## config.mk

```make
export PLATFORM = sky130hd
export DESIGN_NAME = mul_arbiter
export DESIGN_NICKNAME = d
export VERILOG_FILES = /design/src/rtl/mul_arbiter.sv
export SDC_FILE = /design/constraint.sdc
export NUM_CORES = 1
export LEC_CHECK = 0
export BUFFER_PORTS_ARGS = -buffer_cell sky130_fd_sc_hd__buf_4
export CORE_AREA = 2 2 102 104
export DETAILED_ROUTE_END_ITERATION = 8
export DIE_AREA = 0 0 104 106
export PLACE_DENSITY = 0.78
export SYNTH_ARGS = -nofsm -noshare
export SYNTH_HDL_FRONTEND = slang
export SYNTH_SLANG_ARGS = --single-unit
```

## constraint.sdc

```tcl
create_clock -name clk -period 3.1 [get_ports clk]
set_input_delay 0.775 -clock clk [delete_from_list [all_inputs] [get_ports clk]]
set_output_delay 0.775 -clock clk [all_outputs]
set_load 0.02 [all_outputs]
```

## src/rtl/mul_arbiter.sv

```systemverilog
// Two-port round-robin arbiter and multicycle controller for a shared combinational multiplier.
// Optional MUL_ARB_ZERO_BYPASS_EN: a zero operand skips the multicycle wait and returns 0 at once.
//
// state | meaning
// IDLE  | waiting for a request; grant and operand capture happen here
// RUN   | operands held on mul_a/mul_b while the latency counter runs down
// DONE  | product held on the response channel until resp_ready
module mul_arbiter #(
    parameter int WIDTH   = 32,
    parameter int LATENCY = 4,
    parameter int CW      = 4
) (
    input  logic             clk,
    input  logic             rst,
    input  logic [1:0]       req_valid,
    output logic [1:0]       req_ready,
    input  logic [WIDTH-1:0] req_a0,
    input  logic [WIDTH-1:0] req_b0,
    input  logic [WIDTH-1:0] req_a1,
    input  logic [WIDTH-1:0] req_b1,
    output logic [WIDTH-1:0] mul_a,
    output logic [WIDTH-1:0] mul_b,
    input  logic [WIDTH-1:0] mul_result,
    output logic             resp_valid,
    output logic             resp_id,
    output logic [WIDTH-1:0] resp_result,
    input  logic             resp_ready,
    output logic             busy
);

    typedef enum logic [1:0] {IDLE, RUN, DONE} state_t;

    state_t           state, state_nx;
    logic [CW-1:0]    cnt;
    logic             rr;
    logic [1:0]       grant;
    logic             gnt_id;
    logic [WIDTH-1:0] sel_a, sel_b;
    logic             zero_op;

    // Single requester wins outright; on contention rr picks the preferred port.
    always_comb begin
        grant = 2'b00;
        case (req_valid)
            2'b01:   grant = 2'b01;
            2'b10:   grant = 2'b10;
            2'b11:   grant = rr ? 2'b10 : 2'b01;
            default: grant = 2'b00;
        endcase
    end

    assign gnt_id = grant[1];
    assign sel_a  = gnt_id ? req_a1 : req_a0;
    assign sel_b  = gnt_id ? req_b1 : req_b0;

`ifdef MUL_ARB_ZERO_BYPASS_EN
    assign zero_op = (sel_a == '0) || (sel_b == '0);
`else
    assign zero_op = 1'b0;
`endif

    always_ff @(posedge clk) begin
        if (rst) state <= IDLE;
        else     state <= state_nx;
    end

    always_comb begin
        state_nx = state;
        case (state)
            IDLE:    if (grant != 2'b00) state_nx = zero_op ? DONE : RUN;
            RUN:     if (cnt == '0) state_nx = DONE;
            DONE:    if (resp_ready) state_nx = IDLE;
            default: state_nx = IDLE;
        endcase
    end

    always_ff @(posedge clk) begin
        if (rst) begin
            mul_a       <= '0;
            mul_b       <= '0;
            resp_id     <= 1'b0;
            resp_result <= '0;
            cnt         <= '0;
            rr          <= 1'b0;
        end else begin
            case (state)
                IDLE: begin
                    if (grant != 2'b00) begin
                        mul_a   <= sel_a;
                        mul_b   <= sel_b;
                        resp_id <= gnt_id;
                        cnt     <= CW'(LATENCY - 1);
                        if (zero_op) resp_result <= '0;
                    end
                end
                RUN: begin
                    if (cnt != '0) cnt <= cnt - 1'b1;
                    else           resp_result <= mul_result;
                end
                DONE: begin
                    if (resp_ready) rr <= ~resp_id;
                end
                default: ;
            endcase
        end
    end

    always_comb begin
        req_ready  = (state == IDLE) ? grant : 2'b00;
        busy       = (state != IDLE);
        resp_valid = (state == DONE);
    end

endmodule

```

==> metrics.yaml, run 1 <==
worst_setup_path:
  cp_top_family: "buffers and inverters"
  cp_slowest_cell: "a21boi_4"
  crit_arrival_ps: 1390
  worstPathRequired_ps: 2320
  crit_fanout: 4
  cp_num_buf_inv: 2
  path_common_cell: "buf_4"
  worst-path-stages: 4
  crit_chain: "buf_4 > a21boi_4 > and2_1 > buf_4"
  critical-path-max-stage-delay_ps: 180
  start_kind: "primary input"
  crit_type: "primary input to output port"
  cp-end-kind: "output port"
  reg2reg_depth: 6
sta:
  max_freq_ghz: 0.4613
  setup_viol: 0
  tns_ps: 0
  slew_headroom_pct: 31.14
  tightestPinTransition_ps: 1030
  fin_skew_ps: 7.453
  finalHoldViolCount: 0
  period_share_pct: 69.92
  post-route-min-period_ps: 2168
  rsz0062_at_grt: "no"
  slew_violations: 0
die:
  fp.dieW_um: 104
  core-area_sq_um: 10000
  start_util_pct: 42.04
  fp-row-count: 37
  dieArea_sq_um: 11020
  die_h_um: 106
  io_pins: 266
min_path:
  hp-class: "flop to flop"
  hold-path-cell-count: 2
power:
  power_leakage_nw: 2.793
  ir_drop_mv: 0.3270
  p_per_area_nw_per_um2: 528.3
cells_and_area:
  layout_commonest_cell: "buf_4"
  num_antenna_cells: 0
  nets: 816
  syn_to_final_growth_pct: 51.67
  mostFrequentLayoutCells: "buf_4, dfxtp_1, nand2_1"
  drive_above_1_share_pct: 48.09
  final_area_sq_um: 6376
route:
  vias: 4046
  vias_per_cell: 5.115
  wl_per_cell_um: 15.98
  drcViolationCount: 0
  ant_nets: 0
  wirelength_mm: 12.64
  first_pass_iters: 4
  drt_iter0_markers: 114
synth:
  syn_avg_cell_area_sq_um: 10.41
  yosys_register_bits: 104
  ys_seq_area_share_pct: 49.52
  synth_cell_types: 31
  netlist_instances: 404
  syn_nets: 570
  ys.warnings.count: 0
  synthesis.area_sq_um: 4204
global_route:
  antenna_found_initial: 0
  overflow: 0
  grt_max_degree: 65
  grt_pass1_wl_mm: 20.28
  grt_usage_pct: 22.36
  grt_pass1_vias: 4223
placed_design:
  place_hpwl_mm: 9.725
  place.gp.congestion: 0.8671
  io_buffers: 265
  postPlaceCellArea_sq_um: 6187
clocking:
  clock_sinks: 104
  htreeDepth: 3
  cts_inserted_buffers: 9
  postCtsSetupBuffers: 0
  clock_latency_ps: 350
  root_buffer: "clkbuf_8"
  clk_pin_slew_ps: 100
  cts_buffer_depth: 2
  post_cts_resized: 0
  ctsHoldBuffers: 0
  cts_tree: "yes"
job:
  maxCapViolations: 0
status:
  status: "finished clean"
==> power by group <==
part           leakage [nW]  total (mW)  switching, mW  internal (mW)
Sequential            0.853        1.58         0.0940           1.48
Clock                0.0992       0.804          0.476          0.328
Combinational          1.84       0.988          0.527          0.462
==> path summary, 6_finish.rpt <==
check | start | endpoint | slack, ps
worst max register to register | cnt[0]$_SDFFE_PP0P_ | resp_result[2]$_SDFFE_PP0P_ | 1060
worst max-delay path | req_valid[0] | req_ready[0] | 930
worst min-delay path | resp_result[26]$_SDFFE_PP0P_ | resp_result[26]$_SDFFE_PP0P_ | 460
worst min register to register | resp_result[26]$_SDFFE_PP0P_ | resp_result[26]$_SDFFE_PP0P_ | 460
==> Yosys cell counts (all sizes together) <==
cell type	number	share of area (%)
nor3	2	0.24
ha	1	0.30
a211oi	4	0.71
inv	5	0.45
dfxtp	104	50
xnor2	1	0.21
nand3	1	0.12
o2bb2ai	63	16
nand2	66	5.9
o22ai	39	5.8
a21oi	35	4.2
and2b	2	0.36
nor2b	3	0.45
nor3b	1	0.30
a21boi	2	0.54
a2bb2o	1	0.24
nor2	4	0.42
or2	1	0.15
and2	3	0.45
nand4b	1	0.21
nand2b	1	0.15
a311oi	1	0.21
buf	31	6.1
o21ai	1	0.21
mux2i	25	6.0
clkbuf	5	0.45
nand3b	1	0.18
==> worst min-delay path: stages (launching register included) <==
cell,delay (ps)
dfxtp_1,320
nand2_1,50
a21oi_1,50
==> metal layers <==
| layer | global-route usage, % | part of all wire [%] |
|---|---|---|
| met2 | 41.07 | 52 |
| met4 | 6.950 | 2.2 |
| met5 | 0 | 0 |
| met1 | 24.28 | 38 |
| met3 | 7.541 | 7.6 |
==> cells by family after synthesis <==
| logic type | count (synthesis) | share of synthesized area (%) |
|---|---|---|
| xor+xnor | 1 | 0.2084 |
| simple gates | 86 | 8.899 |
| flops | 104 | 49.52 |
| fa+ha+maj | 1 | 0.2976 |
| compound gates | 146 | 28.12 |
| mux | 25 | 5.952 |
| buf+inv | 41 | 6.994 |
==> flip-flops by register name, summed over array words and instances (netlist names) <==
register / flops
resp_result: 32
resp_id: 1
state: 2
rr: 1
mul_a: 32
mul_b: 32
cnt: 4
==> final cells by class <==
type                    instances  area (sq um)
clock inverters                 6         51.30
well taps                     136         170.2
multi-input cells             259          1844
clock buffers                  10         137.6
inverters                       5         18.77
flip-flops and latches        104          2082
repair buffers                271          2072
fillers                       861          3623
==> through the flow <==
stage	hold WS (ps)	worst slack (ps)	utilization, %	power (mW)	instances
global placement	442.4	950.0	61.87	2.573	775
floorplan	461.0	905.7	-	2.147	404
finish	461.0	932.3	63.76	3.369	791
detailed placement	448.2	939.7	61.87	2.602	775
CTS	460.9	938.6	63.76	3.410	791
global route	484.0	759.1	63.76	3.538	791
No activity file was read; power rests on OpenSTA's default activity.
==> run 2: changes to the inputs <==
==> config.mk (replaced) <==
export PLATFORM = sky130hd
export DESIGN_NAME = mul_arbiter
export DESIGN_NICKNAME = d
export VERILOG_FILES = /design/src/rtl/mul_arbiter.sv
export SDC_FILE = /design/constraint.sdc
export NUM_CORES = 1
export LEC_CHECK = 0
export ABC_AREA = 1
export BUFFER_PORTS_ARGS = -buffer_cell sky130_fd_sc_hd__buf_4
export CORE_MARGIN = 2
export CORE_UTILIZATION = 38
export DETAILED_ROUTE_END_ITERATION = 8
export PLACE_DENSITY = 0.74
export SYNTH_ARGS = -nofsm -noshare
export SYNTH_HDL_FRONTEND = slang
export SYNTH_SLANG_ARGS = --single-unit
==> constraint.sdc (replaced) <==
create_clock -name clk -period 1.9 [get_ports clk]
set_input_delay 0.475 -clock clk [delete_from_list [all_inputs] [get_ports clk]]
set_output_delay 0.475 -clock clk [all_outputs]
set_load 0.02 [all_outputs]
==> run 2 against run 1 <==
Design area is 2.4% higher. Sequential share of layout area is 0.76 points lower. Power is 86% higher. Clock-buffer cell count is 1 higher. First-iteration DRC count grew to 3.1 times the previous value. Global-route usage is 0.20 points higher. Die area is 8.3% higher. Final cell count is 20% higher. Synthesized area is 0.21% higher. Via count is 15% higher. Non-clock buffer count is 6 higher.
==> metrics.yaml, run 2 <==
clocking:
  clock_sinks: 104  # unchanged
  clock_latency_ps: 370  # +20 ps
  root_buffer: "clkbuf_8"
  cts_tree: "yes"
  htreeDepth: 3  # unchanged
  ctsHoldBuffers: 0  # unchanged
  clk_pin_slew_ps: 90  # about the same
  cts_inserted_buffers: 9  # unchanged
  cts_buffer_depth: 2  # unchanged
placed_design:
  place_hpwl_mm: 10.01  # +3.0%
  io_buffers: 265  # unchanged
  postPlaceCellArea_sq_um: 6306  # +1.9%
  place.gp.congestion: 0.8053  # -7.1%
  pre_cts_ws_ps: -233.4  # -1173 ps
sta:
  slew_violations: 0  # unchanged
  rsz0062_at_grt: "no"
  slew_headroom_pct: 51.97  # +21 points
  max_freq_ghz: 0.5606
  setup_viol: 0  # unchanged
  tightestPinTransition_ps: 719.7  # -310.7 ps
  hold_ws_ps: 319.0  # -142.0 ps
  period_share_pct: 93.89
  tns_ps: 0  # unchanged
  post-route-min-period_ps: 1784
  finalWorstSetupSlack_ps: 116.1  # -816.3 ps
  fin_skew_ps: 8.781  # +1.327 ps
  finalHoldViolCount: 0  # unchanged
synth:
  syn_avg_cell_area_sq_um: 7.646  # -27%
  syn_nets: 717  # +26%
  ys.flop_type: "dfxtp_1"
  ys_async_sr_fraction_pct: 0  # unchanged
  synth_cell_types: 25  # -19%
  netlist_instances: 551  # +36%
  synth_commonest_cells: "nor2_1, o21ai_0, dfxtp_1"
  synthesis.area_sq_um: 4213  # +0.21%
  synth_top_area_cell: "dfxtp_1"
  yosysTopAreaCellShare_pct: 49.42  # -0.10 points
  synth_most_common_cell: "nor2_1"
  ys_seq_area_share_pct: 49.42  # -0.10 points
  synthTopCellsByArea: "dfxtp_1, o21ai_0, nor2_1"
  ys.warnings.count: 0  # unchanged
  yosys_register_bits: 104  # unchanged
  synth-edff-count: 0  # unchanged
worst_setup_path:
  cp_slowest_cell: "dfxtp_1"
  r2r_start: "state[1]$_SDFFE_PP0P_"
  reg2reg_to: "mul_a[16]$_SDFFE_PP0P_"
  critical-path-max-stage-delay_ps: 340  # +160 ps
  crit_chain: "nor2_4 > o21ai_4 > nor2_1 > buf_4"
  cp-end-kind: "output port"
  crit_type: "flop to output port"
  crit_fanout: 11  # +7
  start_kind: "flop"
  reg2reg_depth: 5  # -1
  r2r_slack_ps: 150  # -910 ps
  crit_arrival_ps: 1310  # -80 ps
  worstPathRequired_ps: 1420  # -900 ps
min_path:
  hp-class: "primary input to flop"
  hold_start: "mul_result[11]"
  hold-path-cell-count: 3  # +1
  holdPathEnd: "resp_result[11]$_SDFFE_PP0P_"
cells_and_area:
  drive_above_1_share_pct: 41.23  # -6.9 points
  layout_commonest_cell: "buf_4"
  mostFrequentLayoutCells: "buf_4, nor2_1, o21ai_0"
  multi_input_area_sq_um: 1898  # +2.9%
  num_antenna_cells: 0  # unchanged
  top_regs: "mul_a (32), mul_b (32), resp_result (32)"
  ff_latch_area_sq_um: 2082  # unchanged
  fillers: 1014  # +18%
  nets: 972  # +19%
  final_area_sq_um: 6529  # +2.4%
  syn_to_final_growth_pct: 54.97
die:
  start_util_pct: 38.86  # -3.2 points
  dieArea_sq_um: 11940  # +8.3%
  fp-row-count: 38  # +2.7%
  io_pins: 266  # unchanged
  fp.dieW_um: 109.3  # +5.1%
  core-area_sq_um: 10840  # +8.4%
  die_h_um: 109.3  # +3.1%
route:
  wirelength_mm: 14.02  # +11%
  wl_per_cell_um: 14.76  # -7.7%
  drt_iter0_markers: 359  # +210%
  vias: 4643  # +15%
  drcViolationCount: 0  # unchanged
  vias_per_cell: 4.887  # -4.5%
  ant_nets: 0  # unchanged
  first_pass_iters: 4  # unchanged
power:
  ir_drop_mv: 0.6536  # +100%
  p_per_area_nw_per_um2: 957.2  # +81%
  power_leakage_nw: 3.092  # +11%
global_route:
  grt_usage_pct: 22.56  # +0.20 points
  overflow: 0  # unchanged
  grt_max_degree: 37  # -43%
  grt_pass1_vias: 4402  # +4.2%
  grt_pass1_wl_mm: 20.99  # +3.5%
  antenna_found_initial: 0  # unchanged
job:
  maxCapViolations: 0  # unchanged
status:
  status: "finished clean"
==> run 2: changes by cell type after synthesis, sizes merged, moves of 7 or more <==
| cell | before | now |
|---|---|---|
| nand2 | 66 | 77 |
| inv | 5 | 17 |
| buf | 31 | 23 |
| o21ai | 1 | 164 |
| nor2 | 4 | 142 |
| o2bb2ai | 63 | 0 |
| clkbuf | 5 | 12 |
| a21oi | 35 | 6 |
| o22ai | 39 | 0 |
| mux2i | 25 | 0 |
==> run 2: what timing repair did <==
action | 4_1_cts | 5_1_grt
pin swaps | 1 | 2
endpoints found under the setup margin | 65 | 13
cloned | 1 | 1
setup buffers | 0 | 0
endpoints found under the hold margin | 0 | 0
resized for setup | 4 | 0
==> run 2: worst max path at each step <==
| stage | to | cells after the start | from |
|---|---|---|---|
| 2_1_floorplan | req_ready[0] | 4 | req_valid[1] |
| 3_3_place_gp | mul_a[19]$_SDFFE_PP0P_ | 5 | req_valid[1] |
| 3_5_place_dp | mul_a[16]$_SDFFE_PP0P_ | 5 | req_valid[1] |
| 4_1_cts | req_ready[1] | 4 | state[1]$_SDFFE_PP0P_ |
| 5_1_grt | req_ready[1] | 4 | state[1]$_SDFFE_PP0P_ |
| 6_report | req_ready[1] | 4 | state[1]$_SDFFE_PP0P_ |
==> run 2: cells by family after synthesis <==
family | Yosys count | synth area share, %
AO/OA/AOI/OAI | 171 | 22.78
AND/OR/NAND/NOR | 223 | 21.00
flip-flops | 104 | 49.42
buffers and inverters | 52 | 6.504
adder cells (fa/ha/maj) | 1 | 0.2970
==> run 2: worst max-delay path, delay by kind of cell (launching register included) <==
kind / cells / cell delay [ps]
AOI/OAI and AO/OA: 1 / 160
buffers and inverters: 1 / 150
and+or+nand+nor: 2 / 270
DFF: 1 / 340
==> run 2: stage by stage <==
step / power [mW] / util [%] / std cells
5_1_grt: 6.589 / 60.23 / 950
3_5_place_dp: 4.816 / 58.17 / 934
6_report: 6.249 / 60.23 / 950
4_1_cts: 6.303 / 60.17 / 949
2_1_floorplan: 3.844 / - / 551
3_3_place_gp: 4.760 / 58.17 / 934
==> run 2: final cells by class <==
| cell class | instances | share of cell area, % |
|---|---|---|
| Multi-Input combinational cell | 397 | 29.07 |
| Clock buffer | 11 | 2.012 |
| Timing Repair Buffer | 277 | 32.29 |
| Sequential cell | 104 | 31.89 |
| Inverter | 17 | 0.9774 |
| Tap cell | 140 | 2.683 |
| Clock inverter | 4 | 1.073 |
==> run 2: where the power goes <==
| part | switching [mW] | internal [mW] | leakage, nW |
|---|---|---|---|
| Combinational | 1.18 | 0.893 | 2.13 |
| Clock | 0.735 | 0.733 | 0.103 |
| Sequential | 0.188 | 2.52 | 0.855 |
| Total | 2.10 | 4.14 | 3.09 |
==> run 2: routing by layer <==
layer,GRT usage (%),routed length [um]
met1,25.89,5611
met2,39.49,6780
met3,6.224,1248
met4,9.403,380
met5,0,0
==> run 3: changes to the inputs <==
--- a/config.mk
+++ b/config.mk
@@ -7,7 +7,6 @@
 export LEC_CHECK = 0
 export ABC_AREA = 1
 export BUFFER_PORTS_ARGS = -buffer_cell sky130_fd_sc_hd__buf_4
-export CORE_MARGIN = 2
 export CORE_UTILIZATION = 38
 export DETAILED_ROUTE_END_ITERATION = 8
 export PLACE_DENSITY = 0.74
==> run 3 against run 2 <==
Sequential power about the same. Power increased by 1.2%. Die area decreased by 3.6%. Clock-buffer cell count decreased by 1. Routed wire length decreased by 1.7%. Combinational power increased by 2%. Largest power group unchanged. Highest routed layer unchanged.
==> metrics.yaml, run 3 (synthesis results as in run 2) <==
status:
  status: "finished clean"
worst_setup_path:
  reg2reg_depth: 5  # unchanged
  cp-end-kind: "output port"
  reg2reg_to: "mul_a[23]$_SDFFE_PP0P_"
  r2r_slack_ps: 260  # +110 ps
  crit_arrival_ps: 1350  # +40 ps
  crit_fanout: 6  # -5
  start_kind: "flop"
  r2r_start: "state[1]$_SDFFE_PP0P_"
  crit_type: "flop to output port"
  worstPathRequired_ps: 1420  # about the same
min_path:
  hp-class: "primary input to flop"
  hold_start: "mul_result[7]"
  holdPathEnd: "resp_result[7]$_SDFFE_PP0P_"
  hold-path-cell-count: 3  # unchanged
clocking:
  clock_latency_ps: 370  # about the same
  root_buffer: "clkbuf_8"
  clk_pin_slew_ps: 100  # about the same
  cts_inserted_buffers: 9  # unchanged
  ctsHoldBuffers: 0  # unchanged
  cts_tree: "yes"
  cts_buffer_depth: 2  # unchanged
  htreeDepth: 3  # unchanged
  clock_sinks: 104  # unchanged
sta:
  slew_headroom_pct: 54.97  # +3.0 points
  period_share_pct: 96.03  # +2.1 points
  max_freq_ghz: 0.5481  # -2.2%
  finalHoldViolCount: 0  # unchanged
  tightestPinTransition_ps: 673.8  # -45.88 ps
  rsz0062_at_grt: "no"
  tns_ps: 0  # unchanged
  fin_skew_ps: 4.414  # -4.367 ps
  setup_viol: 0  # unchanged
  post-route-min-period_ps: 1824  # +40.55 ps
  slew_violations: 0  # unchanged
cells_and_area:
  drive_above_1_share_pct: 41.92  # +0.69 points
  num_antenna_cells: 0  # unchanged
  final_area_sq_um: 6573  # +0.67%
  postLayoutCoreUtil_pct: 60.63  # +0.40 points
  layout_commonest_cell: "buf_4"
  fillers: 993  # -2.1%
  top_regs: "mul_a (32), mul_b (32), resp_result (32)"
  mostFrequentLayoutCells: "buf_4, nor2_1, o21ai_0"
  nets: 974  # +0.21%
  syn_to_final_growth_pct: 56.01
die:
  start_util_pct: 38.86  # unchanged
  fp-row-count: 38  # unchanged
  io_pins: 266  # unchanged
  core-area_sq_um: 10840  # unchanged
  die_h_um: 107.3  # -1.8%
  fp.dieW_um: 107.3  # -1.8%
  dieArea_sq_um: 11510  # -3.6%
power:
  power_leakage_nw: 3.117  # +0.82%
  power.total_mw: 6.322  # +1.2%
  p_per_area_nw_per_um2: 961.9  # +0.49%
  ir_drop_mv: 0.4774  # -27%
route:
  drcViolationCount: 0  # unchanged
  first_pass_iters: 5  # +1
  vias: 4603  # -0.86%
  ant_nets: 0  # unchanged
  vias_per_cell: 4.840  # -0.97%
  drt_iter0_markers: 352  # -1.9%
  wirelength_mm: 13.78  # -1.7%
  wl_per_cell_um: 14.49  # -1.9%
global_route:
  grt_pass1_wl_mm: 20.98  # about the same
  grt_max_degree: 45  # +22%
  antenna_found_initial: 0  # unchanged
  grt_usage_pct: 23.32  # +0.76 points
  overflow: 0  # unchanged
  grt_pass1_vias: 4295  # -2.4%
placed_design:
  place_hpwl_mm: 9.684  # -3.3%
  place.gp.congestion: 0.8055  # about the same
  postPlaceCellArea_sq_um: 6311  # about the same
  io_buffers: 265  # unchanged
job:
  maxCapViolations: 0  # unchanged
-- run 3: changes by cell type in the layout (fill, tap and decap cells not counted) --
cell      previous run  this run
clkbuf_8             9        10
nor2_1             138       137
buf_12               2         3
buf_4              274       275
clkbuf_1             2         0
dfxtp_1            104       102
dfxtp_2              0         2
buf_6                1         2
-- run 3: area by class of cell --
| cell class | instances | area (sq um) | area share (%) |
|---|---|---|---|
| clock buffer | 10 | 137.6 | 2.094 |
| clock inverter | 4 | 70.07 | 1.066 |
| inverter | 17 | 63.81 | 0.9709 |
| multi-input combinational | 396 | 1894 | 28.82 |
| sequential | 104 | 2085 | 31.72 |
| tap | 140 | 175.2 | 2.665 |
| timing repair buffer | 280 | 2147 | 32.67 |
-- run 3: critical path, stage by stage (launching register included) --
cell	delay, ps
dfxtp_2	350
nor2_4	150
o21ai_4	110
buf_6	150
nor2_4	100
buf_6	130
-- run 3: how the worst max path moves through the flow --
stage                                     start  slack (ps)  cells after the start                      to
after floorplan                    req_valid[1]         380                      4            req_ready[0]
after global placement             req_valid[0]        -180                      5  mul_a[20]$_SDFFE_PP0P_
after detailed placement           req_valid[0]        -240                      5   mul_a[5]$_SDFFE_PP0P_
after CTS                 state[0]$_SDFFE_PP0P_           3                      5            req_ready[0]
after global routing      state[1]$_SDFFE_PP0P_           3                      5            req_ready[0]
final                     state[1]$_SDFFE_PP0P_          80                      5            req_ready[0]
-- run 3: repair_timing --
action,4_1_cts,5_1_grt
resized for setup,5,3
gates cloned,1,0
buffers inserted,0,3
setup endpoints to repair,65,2
pin swaps,2,1
-- run 3: metrics by stage --
| step | instances | hold WS (ps) | worst slack [ps] |
|---|---|---|---|
| global placement | 933 | 443.2 | -180.3 |
| detailed placement | 933 | 448.0 | -240.0 |
| global route | 951 | 301.8 | 3.391 |
| floorplan | 551 | 461.8 | 377.5 |
| finish | 951 | 325.2 | 75.51 |
| CTS | 948 | 302.0 | 2.560 |
-- run 3: metal layers --
metal / global-route usage, % / vias up / part of all wire [%]
met5: 0 / - / 0
met4: 10.57 / 0 / 3.0
met3: 6.416 / 30 / 7.9
met2: 40.88 / 188 / 49
met1: 26.25 / 2075 / 40
li1: - / 2310 / -
-- run 3: report_power, final --
group / switching, mW / internal (mW) / total, mW
sequential: 0.188 / 2.52 / 2.71
combinational: 1.19 / 0.928 / 2.12
clock: 0.739 / 0.760 / 1.50
total: 2.11 / 4.21 / 6.32
